--- config.mk ---
export PLATFORM = sky130hd
export DESIGN_NAME = bram_stream_loader
export DESIGN_NICKNAME = d
export VERILOG_FILES = /design/src/rtl/bram_stream_loader.sv
export SDC_FILE = /design/constraint.sdc
export NUM_CORES = 1
export LEC_CHECK = 0
export ABC_AREA = 1
export BUFFER_PORTS_ARGS = -buffer_cell sky130_fd_sc_hd__buf_2
export CAP_MARGIN = 10
export CORE_MARGIN = 1.5
export CORE_UTILIZATION = 50
export DETAILED_ROUTE_END_ITERATION = 7
export PLACE_DENSITY = 0.81
export SETUP_SLACK_MARGIN = 0.05
export SLEW_MARGIN = 10
export SYNTH_ARGS = -nofsm -noshare
export SYNTH_HDL_FRONTEND = slang
export SYNTH_SLANG_ARGS = --single-unit
--- constraint.sdc ---
create_clock -name clk -period 1.52 [get_ports clk]
set_input_delay 0.304 -clock clk [delete_from_list [all_inputs] [get_ports clk]]
set_output_delay 0.304 -clock clk [all_outputs]
set_load 0.01 [all_outputs]
--- src/rtl/bram_stream_loader.sv ---
// bram_stream_loader
// Fill stage for a block-RAM processing engine. It accepts a valid/ready word
// stream and writes the words to consecutive BRAM addresses starting at 0.
// When the load is complete it pulses proc_start and then waits for proc_done.
//
// Optional feature: define BRAM_LOADER_CHECKSUM_EN to build a running
// modulo-2^DATA_W sum of the loaded words. Without it, checksum is tied to 0.
//
// state   | meaning
// --------+---------------------------------------------------------------
// S_IDLE  | waiting for load_req; write pointer, len and checksum cleared
// S_LOAD  | in_ready high, each accepted word registered onto mem_*
// S_DRAIN | final write is on the bus, input stalled
// S_START | one-cycle proc_start pulse, BRAM port handed to the processor
// S_WAIT  | waiting for proc_done from the processor

module bram_stream_loader #(
    parameter int DATA_W = 16,
    parameter int ADDR_W = 8,
    parameter int DEPTH  = 256
) (
    input  logic              clk,
    input  logic              reset,
    input  logic              load_req,
    input  logic              in_valid,
    output logic              in_ready,
    input  logic [DATA_W-1:0] in_data,
    input  logic              in_last,
    output logic              mem_own,
    output logic [ADDR_W-1:0] mem_addr,
    output logic              mem_we,
    output logic [DATA_W-1:0] mem_wdata,
    output logic              proc_start,
    input  logic              proc_done,
    output logic              busy,
    output logic [ADDR_W:0]   len,
    output logic [DATA_W-1:0] checksum
);

    typedef enum logic [2:0] {
        S_IDLE,
        S_LOAD,
        S_DRAIN,
        S_START,
        S_WAIT
    } state_t;

    state_t              state_q;
    logic [ADDR_W-1:0]   ptr_q;
    logic [ADDR_W:0]     len_q;
    logic                mem_we_q;
    logic [ADDR_W-1:0]   mem_addr_q;
    logic [DATA_W-1:0]   mem_wdata_q;

    logic                accept;
    logic                last_word;
    logic [ADDR_W-1:0]   ptr_d;
    logic [ADDR_W:0]     len_d;

    // A word is taken only while loading; in_ready is exactly the LOAD decode.
    assign accept    = (state_q == S_LOAD) && in_valid;
    // in_last and the depth limit collapse into one exit condition.
    assign last_word = in_last || (ptr_q == ADDR_W'(DEPTH - 1));
    assign ptr_d     = ptr_q + ADDR_W'(1);
    assign len_d     = len_q + (ADDR_W + 1)'(1);

    // Controller state plus registered BRAM write port, pointer and length.
    always_ff @(posedge clk) begin
        if (reset) begin
            state_q     <= S_IDLE;
            ptr_q       <= '0;
            len_q       <= '0;
            mem_we_q    <= 1'b0;
            mem_addr_q  <= '0;
            mem_wdata_q <= '0;
        end else begin
            case (state_q)
                S_IDLE: begin
                    mem_we_q <= 1'b0;
                    if (load_req) begin
                        state_q <= S_LOAD;
                        ptr_q   <= '0;
                        len_q   <= '0;
                    end
                end
                S_LOAD: begin
                    mem_we_q <= accept;
                    if (accept) begin
                        mem_addr_q  <= ptr_q;
                        mem_wdata_q <= in_data;
                        len_q       <= len_d;
                        // Pointer stays put on the final word so it never wraps.
                        if (last_word) begin
                            state_q <= S_DRAIN;
                        end else begin
                            ptr_q <= ptr_d;
                        end
                    end
                end
                S_DRAIN: begin
                    mem_we_q <= 1'b0;
                    state_q  <= S_START;
                end
                S_START: begin
                    mem_we_q <= 1'b0;
                    state_q  <= S_WAIT;
                end
                S_WAIT: begin
                    mem_we_q <= 1'b0;
                    if (proc_done) begin
                        state_q <= S_IDLE;
                    end
                end
                default: begin
                    mem_we_q <= 1'b0;
                    state_q  <= S_IDLE;
                end
            endcase
        end
    end

`ifdef BRAM_LOADER_CHECKSUM_EN
    logic [DATA_W-1:0] checksum_q;

    // Running sum of accepted words; frozen once the load leaves LOAD.
    always_ff @(posedge clk) begin
        if (reset) begin
            checksum_q <= '0;
        end else if ((state_q == S_IDLE) && load_req) begin
            checksum_q <= '0;
        end else if (accept) begin
            checksum_q <= checksum_q + in_data;
        end
    end

    assign checksum = checksum_q;
`else
    assign checksum = '0;
`endif

    assign in_ready   = (state_q == S_LOAD);
    assign mem_own    = (state_q == S_LOAD) || (state_q == S_DRAIN);
    assign busy       = (state_q != S_IDLE);
    assign proc_start = (state_q == S_START);
    assign mem_we     = mem_we_q;
    assign mem_addr   = mem_addr_q;
    assign mem_wdata  = mem_wdata_q;
    assign len        = len_q;

endmodule

======== Yosys cells after proc, flatten, opt, wreduce, memory -nomap -nowiden ========
Index checks and enable logic that the tools add are counted.
storage, ports and cells
  bits in registers ....................... 45
  output and inout port bits .............. 54
  input bits .............................. 22
  logic and storage cells ................. 42
cells by class
  bitwise gates (word level) .............. 1
  multiplexer cells ....................... 12
  reduce and logical (&&, ||, !) cells .... 11
  equal/unequal tests ..................... 10
  add/subtract/negate cells ............... 2
operators with widths
  kind                 count
  $mux 8               3
  $mux 9               2
  $pmux 9 s2           1
  $pmux 8 s2           1
  $pmux 3 s5           1
  $mux 3               4
  $add 9x1->9 const B  1
  $add 8x1->8 const B  1
  $eq 8x8->1 const B   1
  $reduce_and 4->1     2
  $eq 3x2->1 const B   2
  $ne 2x2->1 const B   3
  $ne 2x1->1 const B   2
  $eq 3x1->1 const B   1
  $eq 3x3->1 const B   1
  $logic_not 3->1      1
  $reduce_and 3->1     1
  $reduce_bool 3->1    1
  $logic_or 1x1->1     2
  $reduce_and 2->1     1
  $reduce_bool 2->1    1
  $reduce_or 2->1      1
  $logic_and 1x1->1    1
  $not 1->1            1

======== Longest topological paths before layout ========
Gate-level depths: netlist (run 1).
  depth in word-level cells ............... 5
  gate-level depth with buffers ........... 10
  mapped depth without buffers ............ 10

======== Worst setup path after synthesis (run 1) ========
Ideal clock, no wire load.
  path kind ............................... register to register
  start ................................... reg len_q[0] (netlist: len[0])
  end ..................................... reg len_q[8] (netlist: len[8])
  library setup time ...................... 0.118 ns
  arrival ................................. 1.316 ns
  path buffers ............................ 0
  clock period less this slack ............ 1.434 ns
  path slack .............................. 0.086 ns
  stages on the path, launching flop included .. 9
  data required time ...................... 1.402 ns
  cell sequence ........................... dfxtp_1 > ha_1 > inv_1 > nor2_1 > nand3_1 > nand3_1 > nor2_1 > nor2_1 > nor2_1
between the ends
  longest elaborated chain between the ends .. 3
RTL lines
  element                 line  RTL
  from (decl)             50    logic [ADDR_W:0] len_q;
  from (signal assigned)  91    len_q <= len_d;
  $add 9x1->9             65    assign len_d = len_q + (ADDR_W + 1)'(1);
  $mux 9                  88    if (accept) begin
  $pmux 9 s2              77    case (state_q)
Every way passes these cells. The select of a mux whose other input is x is not followed.
A chain may end at the register's enable or synchronous reset.

======== Worst setup path after layout (run 1) ========
  start ................................... reg state_q[0]
  end ..................................... out busy
between the ends
  longest elaborated chain between the ends .. 1
RTL lines
  element                 line  RTL
  from (decl)             48    state_t state_q;
  from (signal assigned)  70    state_q <= S_IDLE;
  from (signal assigned)  81    state_q <= S_LOAD;
  from (signal assigned)  94    state_q <= S_DRAIN;
  $reduce_bool 3->1       143   assign busy = (state_q != S_IDLE);
  to (decl)               35    output logic busy,
Every way passes these cells.

==> impl_metrics.ini, run 1 <==
[placement]
pre_cts_slack_ns = 0.03114
gp_congestion = 0.8961
numPortBuffers = 59
place_area_sq_um = 2506
dp.final_hpwl_microns = 3289
dp_cells = 414

[route]
drc_errors = 0
wl_per_cell_microns = 10.95
firstDrtPassIters = 4
ant_nets = 0
routed_wirelength_microns = 4720
vias_per_cell = 4.766
drt_iter0_drc = 96
vias = 2054

[sta]
skew_ns = 0.006728
fin_setup_tns_ns = 0
fin_crit_ns = 1.445
fin_crit_sh = 0.9509
rsz0062_at_grt = yes
finalHoldViolCount = 0
fmax_mhz = 691.9
setup_violations = 0
fin_ws_ns = 0.07469
fin_hold_ws_ns = 0.2449
maxSlewViolCount = 0

[synthesis]
synthXorXnorAreaFrac = 0.003948
synth_mux_area_frac = 0
synthTopCellsByArea = dfxtp_1 (41%), nor2_1 (11%), nand2_1 (7.8%), buf_4 (5.8%), inv_1 (4.7%)
ys_seq_elements = 45
synth-adder-area-share = 0.01128
ys.flop_type = dfxtp_1
synth_top_family_by_area = simple AND/OR/NAND/NOR gates
synth-edff-count = 0
syn_area_sq_um = 2218
synth_cells = 306
async_flop_share = 0
synth_cell_types = 32
yosysSeqAreaShare = 0.4061
ys_warn_count = 0
synth_top_area_frac = 0.4061
avgSynthCellArea_sq_um = 7.250
synth_simple_gate_area_frac = 0.3153
synth_compound_area_frac = 0.1156
synth_area_leader_cell = dfxtp_1

[layout]
post-route-util = 0.6377
final_cells = 431
diodes = 0
drive_gt1_frac = 0.3325
stdcell_area_sq_um = 2758
area_delta_synth_final_pct = 24.31
fin_nets = 402

[global_route]
grt_use_met2 = 0.3194
grt_max_degree = 32
met3_usage = 0.04070
overflow = 0
grt_pass1_vias = 1772
antenna_found_initial = 0
grt_pass1_wl_microns = 7721
grtUsageMet1 = 0.2534
grtUsageTotal = 0.1927
busiest_layer = met2

[worst_hold_path]
min_to = mem_wdata[12]
min_path_type = in2reg
min_path_cells = 3
hold_path_startpoint = in_data[12]

[power_and_ir_drop]
leakagePower_nw = 1.351
power.total_mw = 3.561
pwr-share-clk = 0.213
p_per_area_nw_per_um2 = 1291
swShare = 0.3699
peakVddDrop_v = 0.0006440
internal_power_mw = 2.244
p_switching_mw = 1.317
comb_power_share = 0.383
power.share.sequential = 0.404

[floorplanning]
num_rows = 24
die_w_microns = 69.61
dieArea_sq_um = 4846
ios = 76
coreArea_sq_um = 4324
start_util = 0.5130
die_h_microns = 69.61

[critical_path]
rr_worst_depth = 9
regToRegStartpoint = state_q[1]
path_max_fanout = 3
cp-start-kind = flip-flop
r2r_setup_slack_ns = 0.13
end_kind = primary output
worst_path_largest_cell_delay_ns = 0.37
r2r-end = state_q[1]
path_class = reg2out
crit_chain = nor2_4 > inv_4 > nor2_4 > inv_1 > buf_2
crit_slowest_cell = dfxtp_4
critPathArrivalTime_ns = 1.14
path_common_cell = nor2_4
crit_required_ns = 1.22

[cts]
postCtsHoldBufs = 0
htree_levels = 2
cts.path.max_buffers = 2
clock_latency_ns = 0.30
cts.sinks = 45
root_buffer = clkbuf_8
cts_made_buffers = 5
tritoncts = done
cts.reportedPaths.clkPinSlew_ns = 0.09

[run]
cap_violations = 0

[status]
run_status = completed
[state kept, by name, indices dropped and copies added, names as in the netlist]
name and count:
len 9, ptr_q 8, state_q 3, mem_wdata 16, mem_we 1, mem_addr 8
[repair_timing]
| item | in CTS | in global routing |
|---|---|---|
| resized for setup | 15 | 15 |
| hold endpoints to repair | 0 | 0 |
| setup endpoints to repair | 4 | 24 |
| pin swaps | 3 | 8 |
| setup buffers | 5 | 4 |
[cell usage in the layout, fill, tap and decap left out]
cell        netlist  layout
o21ai_4           0       1
dfxtp_2           0       1
nand3b_2          1       1
inv_4             3       3
clkinv_4          0       1
a21oi_2           7       7
nand4_1           6       6
buf_2             2      57
nand3_2           2       2
ha_4              0       1
conb_1            1      16
inv_2             3       5
xnor2_1           1       1
nor3b_1           1       1
nand3b_4          1       1
inv_1            28      25
o21ai_1           4       4
nor2_1           67      65
nand3_1          16      16
nand2_2           3       4
a21oi_1          11      11
o211ai_1          1       1
ha_1              2       1
dfxtp_4           0       4
buf_4            17      17
dfxtp_1          45      40
nor3_1            1       1
clkinvlp_4        0       1
buf_6             3       2
nor2_4            3       5
o21a_1            1       1
nor2_2            2       2
nor4_1            1       1
o21ai_0          21      20
clkbuf_8          0       5
inv_6             0       2
nand2_4           2       4
nand2_1          46      43
[cells in the mapped netlist, types with 3 or more instances]
| cell type | number |
|---|---|
| buf_6 | 3 |
| inv_4 | 3 |
| dfxtp_1 | 45 |
| nand2_1 | 46 |
| nor2_4 | 3 |
| o21ai_1 | 4 |
| buf_4 | 17 |
| inv_1 | 28 |
| nand4_1 | 6 |
| inv_2 | 3 |
| nand3_1 | 16 |
| nand2_2 | 3 |
| a21oi_2 | 7 |
| a21oi_1 | 11 |
| o21ai_0 | 21 |
| nor2_1 | 67 |
[power groups by stage]
stage / combinational [mW] / sequential, mW / clock (mW)
after floorplan: 0.776 / 1.51 / 0
after global placement: 1.08 / 1.44 / 0
after detailed placement: 1.09 / 1.45 / 0
after CTS: 1.22 / 1.43 / 0.777
after global routing: 1.51 / 1.46 / 0.827
final: 1.37 / 1.44 / 0.757
[final cells by class]
type                       count  area [sq um]
sequential                    45         917.1
timing repair buffer          76         435.4
fill                         399          1567
multi-input combinational    216          1106
clock buffer                   5         68.82
clock inverter                 3         25.02
inverter                      34         140.1
tap                           52         65.06
[cells by family after synthesis]
family / after synthesis
AO/OA/AOI/OAI: 45
XOR/XNOR: 1
adder cells (fa/ha/maj): 2
buffers and inverters: 60
flip-flops: 45
other: 1
AND/OR/NAND/NOR: 152
[layer usage]
layer	vias to the layer above	share of wire	wire length, microns
li1	1079	-	-
met1	908	0.46	2184
met2	62	0.47	2224
met3	5	0.054	253
met4	0	0.012	58
met5	-	0	0
[how the worst max path moves through the flow]
stage	slack (ns)	cells after the start	endpoint	start
6_report	0.07	5	busy	state_q[0]
5_1_grt	0.02	5	mem_own	state_q[0]
4_1_cts	0.04	4	mem_own	state_q[2]
3_5_place_dp	0.03	10	state_q[0]	ptr_q[0]
3_3_place_gp	0.11	10	state_q[0]	ptr_q[0]
2_1_floorplan	0.09	8	len[8]	len[0]
[worst max-delay path: cells and delay by family (launching register included)]
kind          cells  cell delay [ns]
simple gates      2             0.24
buf+inv           3             0.23
flops             1             0.37
(Power assumes the default switching activity.)
==> run 2, diff against run 1 <==
- CORE_ASPECT_RATIO: unset -> 1.2
==> impl_metrics.ini, run 2 (synthesis gave the netlist of run 1 again) <==
[power_and_ir_drop]
peakVddDrop_v = 0.0006566
p_per_area_nw_per_um2 = 1321
leakagePower_nw = 1.363
power.share.sequential = 0.392
internal_power_mw = 2.362
pwr-share-clk = 0.238
swShare = 0.3555
p_switching_mw = 1.303
comb_power_share = 0.369

[layout]
final_common_cell = nor2_1
final_cell_mix = nor2_1 (65), buf_2 (58), nand2_1 (44), dfxtp_1 (40), inv_1 (25)
final_cells = 434
diodes = 0
stdcell_area_sq_um = 2774
area_delta_synth_final_pct = 25.04
post-route-util = 0.6509
largest_reg_flops = 16
multiInputGateArea_sq_um = 1104
drive_gt1_frac = 0.3307
fin_nets = 402
fillers = 374
register_area_sq_um = 914.6

[worst_hold_path]
hold_path_startpoint = in_data[5]
min_path_type = in2reg

[critical_path]
path_max_fanout = 3
crit_end = mem_own
crit_start = state_q[0]
r2r_setup_slack_ns = 0.12
cp-start-kind = flip-flop
path_buf_inv = 2
critPathTopFamily = flip-flops
crit_chain = inv_2 > nor2_4 > nand2_4 > o21ai_2 > buf_2
crit_required_ns = 1.22
crit_slowest_cell = dfxtp_4
end_kind = primary output
r2r-end = mem_wdata[1]
path_class = reg2out
regToRegStartpoint = state_q[0]
critPathArrivalTime_ns = 1.20
rr_worst_depth = 8
cp.depth = 5
worst_path_largest_cell_delay_ns = 0.38

[route]
ant_nets = 0
firstDrtPassIters = 4
drt_iter0_drc = 132
vias_per_cell = 4.935
wl_per_cell_microns = 11.98
drc_errors = 0
routed_wirelength_microns = 5200
vias = 2142

[placement]
numPortBuffers = 59
dp.final_hpwl_microns = 3491
dp_cells = 418
place_area_sq_um = 2511
gp_congestion = 0.9178

[cts]
cts_made_buffers = 5
cts.reportedPaths.clkPinSlew_ns = 0.08
htree_levels = 2
root_buffer = clkbuf_8
cts.path.max_buffers = 2
cts.sinks = 45
tritoncts = done
clock_latency_ns = 0.30

[global_route]
overflow = 0
grt_pass1_vias = 1929
grt_max_degree = 32
grt_pass1_wl_microns = 8362
grtUsageTotal = 0.2144
antenna_found_initial = 0

[floorplanning]
num_rows = 26
dieArea_sq_um = 4847
start_util = 0.5206
die_h_microns = 75.97
ios = 76
coreArea_sq_um = 4262
die_w_microns = 63.81

[sta]
fmax_mhz = 667.0
maxSlewViolCount = 0
finalHoldViolCount = 0
setup_violations = 0
fin_setup_tns_ns = 0
fin_crit_ns = 1.499
rsz0062_at_grt = yes
skew_ns = 0.006702
fin_crit_sh = 0.9863

[run]
cap_violations = 0

[status]
run_status = completed
run 2: how the worst min path moves through the flow:
stage | endpoint | slack, ns | cells past startpoint
after floorplan | mem_addr[4] | 0.45 | 2
after global placement | mem_addr[6] | 0.46 | 2
after detailed placement | mem_addr[6] | 0.47 | 2
after CTS | mem_wdata[1] | 0.25 | 3
after global routing | mem_wdata[3] | 0.28 | 3
final | mem_wdata[5] | 0.26 | 3
run 2: stage by stage:
step	hold WS (ns)	setup WS, ns	power [mW]
2_1_floorplan	0.4528	0.08596	2.282
3_3_place_gp	0.4602	0.09181	2.535
3_5_place_dp	0.4723	0.03222	2.557
4_1_cts	0.2533	0.03150	3.504
5_1_grt	0.2825	-0.01986	3.873
6_report	0.2613	0.02084	3.665
run 2: power groups by stage:
stage | sequential [mW] | combinational, mW | clock [mW]
2_1_floorplan | 1.51 | 0.776 | 0
3_5_place_dp | 1.45 | 1.11 | 0
3_3_place_gp | 1.44 | 1.09 | 0
4_1_cts | 1.43 | 1.18 | 0.888
6_report | 1.44 | 1.35 | 0.874
5_1_grt | 1.45 | 1.48 | 0.937
run 2: what timing repair did:
item	CTS	global route
hold buffers	0	0
gates resized for setup	15	12
pin swaps	2	4
buffers inserted	1	8
setup endpoints to repair	8	18
run 2: area by class of cell:
| type | instances | area share |
|---|---|---|
| clock inverters | 2 | 0.01263 |
| multi-input cells | 216 | 0.3978 |
| clock buffers | 5 | 0.02481 |
| flip-flops and latches | 45 | 0.3297 |
| repair buffers | 76 | 0.1592 |
| well taps | 56 | 0.02526 |
| inverters | 34 | 0.05052 |
run 2: metal layers:
metal	vias up	track usage	routed length [microns]
li1	1076	-	-
met2	77	0.3760	2627
met4	0	0.08696	176
met5	-	0	0
met3	18	0.04154	276
met1	971	0.2512	2120
run 2: worst min-delay path, delay by kind of cell:
kind	cells	cell delay [ns]
AOI/OAI and AO/OA	1	0.07
buffers and inverters	1	0.08
and+or+nand+nor	1	0.08
==> run 3, diff against run 2 <==
- CORE_MARGIN: 1.5 -> 3
- HOLD_SLACK_MARGIN: unset -> 0.02
==> impl_metrics.ini, run 3 (synthesis gave the netlist of run 1 again) <==
[sta]
fin_setup_tns_ns = 0
rsz0062_at_grt = yes
fin_ws_ns = 0.04047
setup_violations = 0
maxSlewViolCount = 0
fmax_mhz = 675.9
finalHoldViolCount = 0
fin_hold_ws_ns = 0.2532
fin_crit_sh = 0.9734
skew_ns = 0.005052
fin_crit_ns = 1.480

[power_and_ir_drop]
power.total_mw = 3.751
peakVddDrop_v = 0.0008319
p_per_area_nw_per_um2 = 1336
leakagePower_nw = 1.376

[worst_hold_path]
min_to = mem_wdata[13]
hold_path_startpoint = in_data[13]
min_path_type = in2reg
min_path_cells = 3

[layout]
final_common_cell = nor2_1
post-route-util = 0.6852
diodes = 0
final_cell_mix = nor2_1 (64), buf_2 (58), nand2_1 (43), dfxtp_1 (40), inv_1 (25)
final_cells = 435
area_delta_synth_final_pct = 26.56
largest_reg_flops = 16
drive_gt1_frac = 0.3465
fin_nets = 404
stdcell_area_sq_um = 2808

[floorplanning]
dieArea_sq_um = 5275
ios = 76
num_rows = 25
die_h_microns = 78.97
coreArea_sq_um = 4098
start_util = 0.5414
die_w_microns = 66.81

[critical_path]
crit_start = state_q[0]
crit_chain = inv_4 > nor2_4 > nand2_4 > o21ai_2 > buf_2
cp-start-kind = flip-flop
worst_path_largest_cell_delay_ns = 0.39
r2r_setup_slack_ns = 0.10
r2r-end = len[4]
crit_slowest_cell = dfxtp_4
end_kind = primary output
path_max_fanout = 3
crit_required_ns = 1.22
regToRegStartpoint = state_q[0]
critPathArrivalTime_ns = 1.18
rr_worst_depth = 10
path_class = reg2out

[global_route]
antenna_found_initial = 0
grt_pass1_vias = 1869
grt_pass1_wl_microns = 8273
overflow = 0
grtUsageTotal = 0.2016
grt_max_degree = 32

[cts]
cts_made_buffers = 5
cts.path.max_buffers = 2
postCtsHoldBufs = 0
tritoncts = done
cts.sinks = 45
root_buffer = clkbuf_8
htree_levels = 2
cts.reportedPaths.clkPinSlew_ns = 0.09
clock_latency_ns = 0.29

[route]
firstDrtPassIters = 4
routed_wirelength_microns = 5113
vias = 2097
wl_per_cell_microns = 11.75
vias_per_cell = 4.821
drt_iter0_drc = 147
ant_nets = 0
drc_errors = 0

[status]
run_status = completed

[placement]
gp_congestion = 0.8833
place_area_sq_um = 2509
dp_cells = 416
dp.final_hpwl_microns = 3563
numPortBuffers = 59
pre_cts_slack_ns = 0.02751

[run]
cap_violations = 0
run 3: area by class of cell:
cell class,count,area (sq um)
clock inverters,2,37.54
fillers,373,1290
repair buffers,78,447.9
flip-flops and latches,45,912.1
inverters,34,145.1
clock buffers,6,82.58
multi-input cells,216,1115
well taps,54,67.56
run 3: worst max-delay path: cells and delay by family (launching register included):
| family | cells | cell delay [ns] |
|---|---|---|
| compound gates | 1 | 0.07 |
| simple gates | 2 | 0.23 |
| buf+inv | 2 | 0.18 |
| flops | 1 | 0.39 |
run 3: per-layer routing:
metal | up-vias | wire (microns) | track usage
met5 | - | 0 | 0
met4 | 0 | 50 | 0.08537
met3 | 4 | 374 | 0.05233
met2 | 72 | 2506 | 0.3383
met1 | 940 | 2181 | 0.2392
li1 | 1081 | - | -
run 3: worst max-delay path by stage:
stage	end	slack, ns
2_1_floorplan	len[8]	0.09
3_3_place_gp	state_q[0]	0.09
3_5_place_dp	state_q[0]	0.03
4_1_cts	mem_own	0.04
5_1_grt	mem_own	-0.01
6_report	mem_own	0.04
run 3: repair_timing:
item | CTS | global route
pin swaps | 1 | 6
setup buffers | 5 | 6
setup endpoints to repair | 9 | 35
resized for setup | 15 | 19
run 3: power by group:
part           switching (mW)  internal, mW
Sequential              0.104          1.34
Clock                   0.406         0.534
Combinational           0.810         0.556
Total                    1.32          2.43
